File: config.mk
export PLATFORM = sky130hd
export DESIGN_NAME = fetch_unit_flat
export DESIGN_NICKNAME = d
export VERILOG_FILES = /design/src/rtl/fetch_unit_if.sv /design/src/rtl/fetch_unit.sv /design/src/flat_wrapper.sv
export SDC_FILE = /design/constraint.sdc
export NUM_CORES = 1
export LEC_CHECK = 0
export BUFFER_PORTS_ARGS = -buffer_cell sky130_fd_sc_hd__buf_2
export CORE_MARGIN = 3
export CORE_UTILIZATION = 25
export DETAILED_ROUTE_END_ITERATION = 8
export PLACE_DENSITY_LB_ADDON = 0.3
export SLEW_MARGIN = 10
export SYNTH_ARGS = -nofsm -noshare
export SYNTH_HDL_FRONTEND = slang
export SYNTH_SLANG_ARGS = --single-unit
File: constraint.sdc
create_clock -name clk -period 2.4 [get_ports clk]
set_input_delay 0.12 -clock clk [delete_from_list [all_inputs] [get_ports clk]]
set_output_delay 0.12 -clock clk [all_outputs]
set_load 0.005 [all_outputs]
File: src/rtl/fetch_unit_if.sv
// Fetch-unit bus bundle: instruction-memory port, redirect request and decoder output.
interface fetch_unit_if;
    logic [7:0]  imem_addr;
    logic [15:0] imem_data;
    logic        redirect_valid;
    logic [7:0]  redirect_pc;
    logic        out_valid;
    logic        out_ready;
    logic [15:0] out_instr;
    logic [7:0]  out_pc;
    logic        halted;

    modport master (
        output imem_addr,
        input  imem_data,
        input  redirect_valid,
        input  redirect_pc,
        output out_valid,
        input  out_ready,
        output out_instr,
        output out_pc,
        output halted
    );

    modport slave (
        input  imem_addr,
        output imem_data,
        output redirect_valid,
        output redirect_pc,
        input  out_valid,
        output out_ready,
        input  out_instr,
        input  out_pc,
        input  halted
    );
endinterface

File: src/rtl/fetch_unit.sv
// Single-stage instruction fetch: registered output slot with ready/valid,
// redirect flush and halt-on-opcode.
module fetch_unit #(
    parameter logic [7:0] RESET_PC = 8'h00,
    parameter logic [3:0] HALT_OPC = 4'hF
) (
    input  logic          clk,
    input  logic          rst_n,
    fetch_unit_if.master  bus
);
    typedef enum logic {RUN, HALTED} state_t;

    state_t      state_q, state_d;
    logic [7:0]  pc_q, pc_d;
    logic        out_valid_q, out_valid_d;
    logic [15:0] out_instr_q, out_instr_d;
    logic [7:0]  out_pc_q, out_pc_d;
    logic        halted_q, halted_d;
    logic        load_slot;

    assign load_slot = !out_valid_q || bus.out_ready;

    always_ff @(posedge clk or negedge rst_n) begin
        if (!rst_n) begin
            state_q     <= RUN;
            pc_q        <= RESET_PC;
            out_valid_q <= 1'b0;
            out_instr_q <= '0;
            out_pc_q    <= '0;
            halted_q    <= 1'b0;
        end else begin
            state_q     <= state_d;
            pc_q        <= pc_d;
            out_valid_q <= out_valid_d;
            out_instr_q <= out_instr_d;
            out_pc_q    <= out_pc_d;
            halted_q    <= halted_d;
        end
    end

    always_comb begin
        state_d     = state_q;
        pc_d        = pc_q;
        out_valid_d = out_valid_q;
        out_instr_d = out_instr_q;
        out_pc_d    = out_pc_q;

        if (bus.redirect_valid) begin
            // Flush only the valid bit; the stale word/pc may linger.
            pc_d        = bus.redirect_pc;
            out_valid_d = 1'b0;
            state_d     = RUN;
        end else begin
            case (state_q)
                RUN: begin
                    if (load_slot) begin
                        out_instr_d = bus.imem_data;
                        out_pc_d    = pc_q;
                        out_valid_d = 1'b1;
                        if (bus.imem_data[15:12] == HALT_OPC) begin
                            state_d = HALTED;
                        end else begin
                            pc_d = pc_q + 8'd1;
                        end
                    end
                end
                HALTED: begin
                    if (bus.out_ready) begin
                        out_valid_d = 1'b0;
                    end
                end
                default: state_d = RUN;
            endcase
        end

        // Tracks the next state so halted_q always equals (state_q == HALTED).
        halted_d = (state_d == HALTED);
    end

    assign bus.imem_addr = pc_q;
    assign bus.out_valid = out_valid_q;
    assign bus.out_instr = out_instr_q;
    assign bus.out_pc    = out_pc_q;
    assign bus.halted    = halted_q;
endmodule

File: src/flat_wrapper.sv
// flat-port wrapper written by rule: the top's interface ports become plain ports
module fetch_unit_flat 
#(
    parameter logic [7:0] RESET_PC = 8'h00,
    parameter logic [3:0] HALT_OPC = 4'hF
)
  (clk, rst_n, bus_imem_addr, bus_imem_data, bus_redirect_valid, bus_redirect_pc, bus_out_valid, bus_out_ready, bus_out_instr, bus_out_pc, bus_halted);
  fetch_unit_if bus_i ();
  input  logic clk;
  input  logic rst_n;
  output wire logic [$bits(bus_i.imem_addr)-1:0] bus_imem_addr;
  input wire logic [$bits(bus_i.imem_data)-1:0] bus_imem_data;
  input wire logic [$bits(bus_i.redirect_valid)-1:0] bus_redirect_valid;
  input wire logic [$bits(bus_i.redirect_pc)-1:0] bus_redirect_pc;
  output wire logic [$bits(bus_i.out_valid)-1:0] bus_out_valid;
  input wire logic [$bits(bus_i.out_ready)-1:0] bus_out_ready;
  output wire logic [$bits(bus_i.out_instr)-1:0] bus_out_instr;
  output wire logic [$bits(bus_i.out_pc)-1:0] bus_out_pc;
  output wire logic [$bits(bus_i.halted)-1:0] bus_halted;
  assign bus_imem_addr = bus_i.imem_addr;
  assign bus_i.imem_data = bus_imem_data;
  assign bus_i.redirect_valid = bus_redirect_valid;
  assign bus_i.redirect_pc = bus_redirect_pc;
  assign bus_out_valid = bus_i.out_valid;
  assign bus_i.out_ready = bus_out_ready;
  assign bus_out_instr = bus_i.out_instr;
  assign bus_out_pc = bus_i.out_pc;
  assign bus_halted = bus_i.halted;
  fetch_unit #(.RESET_PC(RESET_PC), .HALT_OPC(HALT_OPC)) u_core (.clk(clk), .rst_n(rst_n), .bus(bus_i));
endmodule
==> metrics.md, run 1 <==
| Metric | Value |
|---|---|
| Die Width | 82.59 µm |
| GRT Total Usage | 10.82% |
| VDD IR max | 0.3323 mV |
| Status | finished clean |
| Min Tclk post-route | 1.849 ns |
| Sequential share of the synthesized area | 58.02% |
| HPWL Detailed | 2.460 mm |
| Netlist cell types | 33 |
| # DRC | 0 |
| Syn Inst Count | 112 |
| Synth Area in Compound Gates | 5.119% |
| First DRT Iteration DRCs | 52 |
| Leakage | 0.9204 nW |
| Max cap viols | 0 |
| Starting Density | 26.15% |
| Core Util, Final | 34.63% |
| Final worst-path setup slack | 0.5509 ns |
| Adder-Cell Fraction of Synth Area | 0.8532% |
| Post-cts hold buffer count | 1 |
| Largest net degree at the start of global routing | 35 |
| Vias in the first global route | 1,074 |
| Global route overflow | 0 |
| Initial antenna violation count | 0 |
| Sink Count | 34 |
| Worst Tran Pin Value | 0.7703 ns |
| WP data arrival | 2.01 ns |
| #FFs+latches synth | 34 |
| Largest family of logic cells by synthesized area | multiplexers |
| Vias per cell | 4.300 |
| Finish-stage setup viols | 0 |
| Post-synthesis xor/xnor area fraction | 2.389% |
| Max-slew headroom at the worst pin | 48.65% |
| CTS buffer count | 5 |
| Core Footprint | 0.005608 mm² |
| Post-CTS setup buffers | 0 |
| Synth warnings | 0 |
| Area share of and/or/nand/nor cells after synthesis | 11.77% |
| Slew Limit Fails | 0 |
| Quantity of gates resized following cts | 0 |
| Global-route wire length before repair | 5.485 mm |
| Power density over the cells | 744.6 mW/mm² |
| Std-Cell Rows | 27 |
| Nature of the critical path endpoint | register |
| Hold crit path type | input port to register |
| Num ports | 62 |
| Die area | 0.006820 mm² |
| Maximum buffer depth of the clock tree | 2 |
| TNS Setup | 0 ns |
| Clock root buffer | clkbuf_8 |
| Net Count, Synth | 141 |
| Max Fclk | 540.8 MHz |
| Dpl ws | 0.5698 ns |
| Syn Area/Cell | 13.09 µm² |
| P&R area growth vs syn | 32.42% |
| Antenna Nets Post-Route | 0 |
| Share of cells above drive strength 1 | 56.18% |
| Die height | 82.59 µm |
| Number of buffers added on ports | 61 |
| Worst-path clk slew | 0.08 ns |
| Clock latency at the later pin of the worst-skew pair | 0.29 ns |
| RD Place Congestion | 0.7448 |
| Nets | 206 |
| Vias | 1,075 |
| Layout Skew | 0.01275 ns |
| Routed WL per cell | 13.40 µm |
| Mux contribution to synthesized area | 19.11% |
| Worst endpoint required time | 2.56 ns |
| Total Routed Length | 3.350 mm |
| Final hold vios | 0 |
| Synth Cell Area | 0.001466 mm² |
| CTS tree | built |
| First-pass iteration count of the detailed router | 4 |
| Crit share post-route | 77.05% |
| # H-tree levels | 2 |
| Worst setup SP type | register |
| ANT cells | 0 |
| RSZ-0062 raised after global routing | no |
| Critical path peak fanout | 17 |
| Critical path class | register to register |
| Flop2flop setup slack | 0.55 ns |
[metal layers]
metal  share of wire, %  up-vias  GRT usage (%)
li1                   -      524              -
met3                8.5        6          3.362
met5                  0        -              0
met1                 47      501          14.50
met2                 43       44          16.11
met4                1.7        0          4.412
[worst paths after layout]
| path | from | end | cells past startpoint |
|---|---|---|---|
| setup reg to reg | u_core.bus.out_valid | u_core.bus.out_instr[10] | 4 |
| hold / removal | bus_redirect_pc[3] | u_core.bus.imem_addr[3] | 3 |
| hold reg to reg | u_core.bus.out_pc[6] | u_core.bus.out_pc[6] | 2 |
| setup / recovery | u_core.bus.out_valid | u_core.bus.out_instr[10] | 4 |
| max in group asynchronous | rst_n | u_core.bus.out_instr[14] | 2 |
| min in group asynchronous | rst_n | u_core.state_q | 2 |
[metrics by stage]
step	hold slack, ns	cell area, µm²	power [mW]	cells
finish	0.03523	1942	1.446	250
floorplan	-0.1756	1466	0.8682	112
CTS	0.03305	1942	1.479	250
global route	0.05447	1942	1.545	250
global placement	0.2537	1837	1.020	241
detailed placement	0.2470	1837	1.023	241
[state kept, by name, summed over array words and instances (netlist names)]
register and flops:
u_core.bus.imem_addr 8, u_core.bus.out_instr 16, u_core.bus.out_pc 8, u_core.bus.out_valid 1, u_core.state_q 1
[final cells by class]
class,instances,area (µm²)
fillers,598,3666
clock inverters,2,12.51
repair buffers,63,322.8
multi-input cells,71,575.6
flip-flops and latches,34,850.8
clock buffers,6,82.58
inverters,2,7.507
well taps,72,90.09
[cell families after synthesis]
| logic type | after synthesis |
|---|---|
| flops | 34 |
| simple gates | 29 |
| mux | 25 |
| compound gates | 12 |
| buf+inv | 7 |
| xor+xnor | 4 |
| fa+ha+maj | 1 |
[cell usage in the layout, fill, tap and decap left out, drive strengths merged]
master	n
buf	62
dfrtp	34
mux2	24
nand2	8
clkbuf	6
o21ai	5
nor2	4
xnor2	3
nand3	3
a21oi	2
nor3	2
inv	2
nor4	2
or3	2
and4	1
nand2b	1
nor2b	1
and3	1
nor4b	1
a31o	1
nand4	1
a31oi	1
or2	1
o311ai	1
or4	1
xor2	1
mux2i	1
o31a	1
a211oi	1
ha	1
clkinvlp	1
clkinv	1
dlygate4sd3	1
[synthesized netlist by cell type]
master,number,area (µm²)
dfrtp_1,34,850.8
mux2_2,24,270.3
nand2_1,8,30.03
o21ai_0,5,25.02
nor2_1,4,15.01
nand3_1,3,15.01
xnor2_1,3,26.28
a21oi_1,2,10.01
buf_2,2,10.01
inv_1,2,7.510
nor3_1,2,10.01
nor4_1,2,12.51
a211oi_1,1,7.510
a31o_2,1,8.760
a31oi_1,1,6.260
and3_1,1,6.260
and4_4,1,11.26
buf_4,1,7.510
buf_6,1,11.26
clkbuf_1,1,3.750
ha_1,1,12.51
mux2i_1,1,10.01
nand2b_1,1,6.260
nand4_1,1,6.260
nor2b_4,1,13.76
nor4b_2,1,15.01
o311ai_0,1,8.760
o31a_1,1,8.760
or2_2,1,6.260
or3_1,1,6.260
or3_4,1,11.26
or4_1,1,7.510
xor2_1,1,8.760
[where the power goes]
part	switching [mW]	leakage [nW]	internal, mW
clock	0.209	0.0472	0.231
sequential	0.0629	0.402	0.661
combinational	0.119	0.471	0.164
[critical path, stage by stage (launching register included)]
cell,delay [ns]
dfrtp_1,0.37
nor2b_4,0.20
or3_1,0.46
buf_4,0.34
mux2_2,0.36
No activity file was read; power rests on OpenSTA's default activity.
==> inputs of run 2 (changes only) <==
==> constraint.sdc (replaced) <==
create_clock -name clk -period 1.7 [get_ports clk]
set_input_delay 0.085 -clock clk [delete_from_list [all_inputs] [get_ports clk]]
set_output_delay 0.085 -clock clk [all_outputs]
set_load 0.005 [all_outputs]
==> run 2 against run 1 <==
Non-clock buffer count up 11. Critical path type unchanged. Highest routed layer unchanged. Largest cell class unchanged. Sequential power is 41% higher. Maximum frequency grew 19%.
==> metrics.md, run 2 (synthesis gave the netlist of run 1 again) <==
| Metric | Value |
|---|---|
| Status | finished clean |
| Max FFs per register | 16 (unchanged) |
| Nets | 217 (+5.3%) |
| Hold crit path type | input port to register |
| Core Footprint | 0.005608 mm² (unchanged) |
| Worst Tran Pin Value | 0.7589 ns (-0.01136 ns) |
| Critical path class | register to register |
| Die height | 82.59 µm (unchanged) |
| P&R area growth vs syn | 40.27% |
| Clock latency at the later pin of the worst-skew pair | 0.29 ns (about the same) |
| Routed WL per cell | 13.62 µm (+1.6%) |
| Most frequent cells in the layout | buf_2 (61), dfrtp_1 (34), mux2_2 (24) |
| Critical path peak fanout | 13 (-4) |
| Worst hold margin | 0.01086 ns (-0.02437 ns) |
| Flop2flop setup slack | 0.15 ns (-0.40 ns) |
| HPWL Detailed | 2.663 mm (+8.3%) |
| CP startpoint | u_core.bus.out_valid |
| Clock Power Share | 34.1% (+3.7 points) |
| Min Tclk post-route | 1.551 ns (-0.2980 ns) |
| First DRT Iteration DRCs | 39 (-25%) |
| # H-tree levels | 2 (unchanged) |
| Final hold vios | 0 (unchanged) |
| Placed cells | 248 (+2.9%) |
| Switch share | 25.00% (-2.0 points) |
| Seq pwr share | 46.1% (-4.0 points) |
| WP data arrival | 1.72 ns (-0.29 ns) |
| Worst-path clk slew | 0.07 ns (about the same) |
| Global-route wire length before repair | 5.589 mm (+1.9%) |
| Std-Cell Rows | 27 (unchanged) |
| Number of buffers added on ports | 61 (unchanged) |
| Post-CTS setup buffers | 0 (unchanged) |
| Crit share post-route | 91.25% (+14 points) |
| Starting Density | 26.15% (unchanged) |
| Worst endpoint required time | 1.87 ns (-0.69 ns) |
| Power density over the cells | 1074 mW/mm² (+44%) |
| RD Place Congestion | 0.7867 (+5.6%) |
| Final Non-Filler Cells | 260 (+4.0%) |
| Max-slew headroom at the worst pin | 49.41% (+0.76 points) |
| Slew Limit Fails | 0 (unchanged) |
| VDD IR max | 0.5056 mV (+52%) |
| Post-DP Area | 0.001889 mm² (+2.9%) |
| R2R Path Start | u_core.bus.out_valid |
| Dpl ws | 0.05606 ns (-0.5137 ns) |
| Worst flop-to-flop path endpoint | u_core.bus.imem_addr[7] |
| CP endpoint | u_core.bus.imem_addr[7] |
| RSZ-0062 raised after global routing | no |
| Vias per cell | 4.354 (+1.3%) |
| First-pass iteration count of the detailed router | 2 (-2) |
| Num ports | 62 (unchanged) |
| Largest net degree at the start of global routing | 35 (unchanged) |
| Post-route cell area | 0.002057 mm² (+5.9%) |
| CTS tree | built |
| Reg2Reg Depth | 5 (+1) |
| Finish-stage setup viols | 0 (unchanged) |
| TNS Setup | 0 ns (unchanged) |
| Final worst-path setup slack | 0.1488 ns (-0.4020 ns) |
| Comb pwr share | 19.7% (+0.2 points) |
| CTS buffer count | 5 (unchanged) |
| Most common cell after layout, fill and taps aside | buf_2 |
| Clock root buffer | clkbuf_8 |
| Nature of the critical path endpoint | register |
| Internal power | 1.657 mW (+57%) |
| Maximum buffer depth of the clock tree | 2 (unchanged) |
| Die Width | 82.59 µm (unchanged) |
| Max Fclk | 644.7 MHz (+19%) |
| Max cap viols | 0 (unchanged) |
| Leakage | 0.9811 nW (+6.6%) |
| Initial antenna violation count | 0 (unchanged) |
| Vias in the first global route | 1,153 (+7.4%) |
| GRT Total Usage | 11.37% (+0.56 points) |
| Share of cells above drive strength 1 | 56.91% (+0.74 points) |
| Layout Skew | 0.007229 ns (-0.005518 ns) |
| ANT cells | 0 (unchanged) |
| # DRC | 0 (unchanged) |
| Die area | 0.006820 mm² (unchanged) |
| Global route overflow | 0 (unchanged) |
| Psw | 0.5523 mW (+41%) |
| Antenna Nets Post-Route | 0 (unchanged) |
| Worst hold path cell count | 3 (unchanged) |
| Vias | 1,132 (+5.3%) |
| Worst setup SP type | register |
| Total Routed Length | 3.540 mm (+5.7%) |
| Sink Count | 34 (unchanged) |
-- run 2: cell types whose count changed in the layout (fill, tap and decap cells not counted), sizes merged --
cell,previous run,this run
buf,62,69
dlygate4sd3,1,5
bufinv,0,1
clkinv,1,0
clkinvlp,1,0
-- run 2: layer usage --
metal / up-vias / GRT usage (%) / part of all wire (%)
met5: - / 0 / 0
met4: 0 / 6.863 / 2.5
met3: 9 / 3.796 / 9.1
met2: 42 / 17.79 / 44
met1: 534 / 13.46 / 44
li1: 547 / - / -
-- run 2: how the worst min path moves through the flow --
stage,endpoint,from
floorplan,u_core.bus.imem_addr[0],rst_n
global placement,u_core.bus.out_pc[4],rst_n
global route,u_core.bus.out_instr[1],bus_imem_data[1]
CTS,u_core.bus.imem_addr[2],bus_redirect_pc[2]
detailed placement,u_core.bus.out_pc[4],rst_n
finish,u_core.bus.imem_addr[2],bus_redirect_pc[2]
-- run 2: per-stage QoR --
step	utilization, %	power, mW
final	36.68	2.209
after CTS	36.59	2.249
after floorplan	-	1.226
after detailed placement	33.69	1.469
after global placement	33.69	1.463
after global routing	36.68	2.345
-- run 2: layout make-up --
class | count | area, µm²
Clock buffer | 6 | 82.58
Timing Repair Buffer | 74 | 415.4
Clock inverter | 1 | 30.03
Fill cell | 581 | 3551
Tap cell | 72 | 90.09
Sequential cell | 34 | 850.8
Multi-Input combinational cell | 71 | 580.6
Inverter | 2 | 7.507
-- run 2: power groups by stage --
stage               Sequential, mW  Clock [mW]  Combinational (mW)
finish                        1.02       0.754               0.436
detailed placement            1.03           0               0.436
global placement              1.03           0               0.432
global route                  1.04       0.816               0.493
floorplan                     1.03           0               0.191
CTS                           1.02       0.783               0.446
-- run 2: what timing repair did --
item,in CTS,in global routing
endpoints found under the hold margin,38,0
endpoints found under the setup margin,0,4
hold buffers,5,0
gates resized for setup,0,1
-- run 2: critical path, stage by stage, from the launching register on --
cell	delay, ns
dfrtp_1	0.38
nor2b_4	0.14
or3_4	0.38
buf_4	0.22
nor3_1	0.21
a211oi_1	0.10
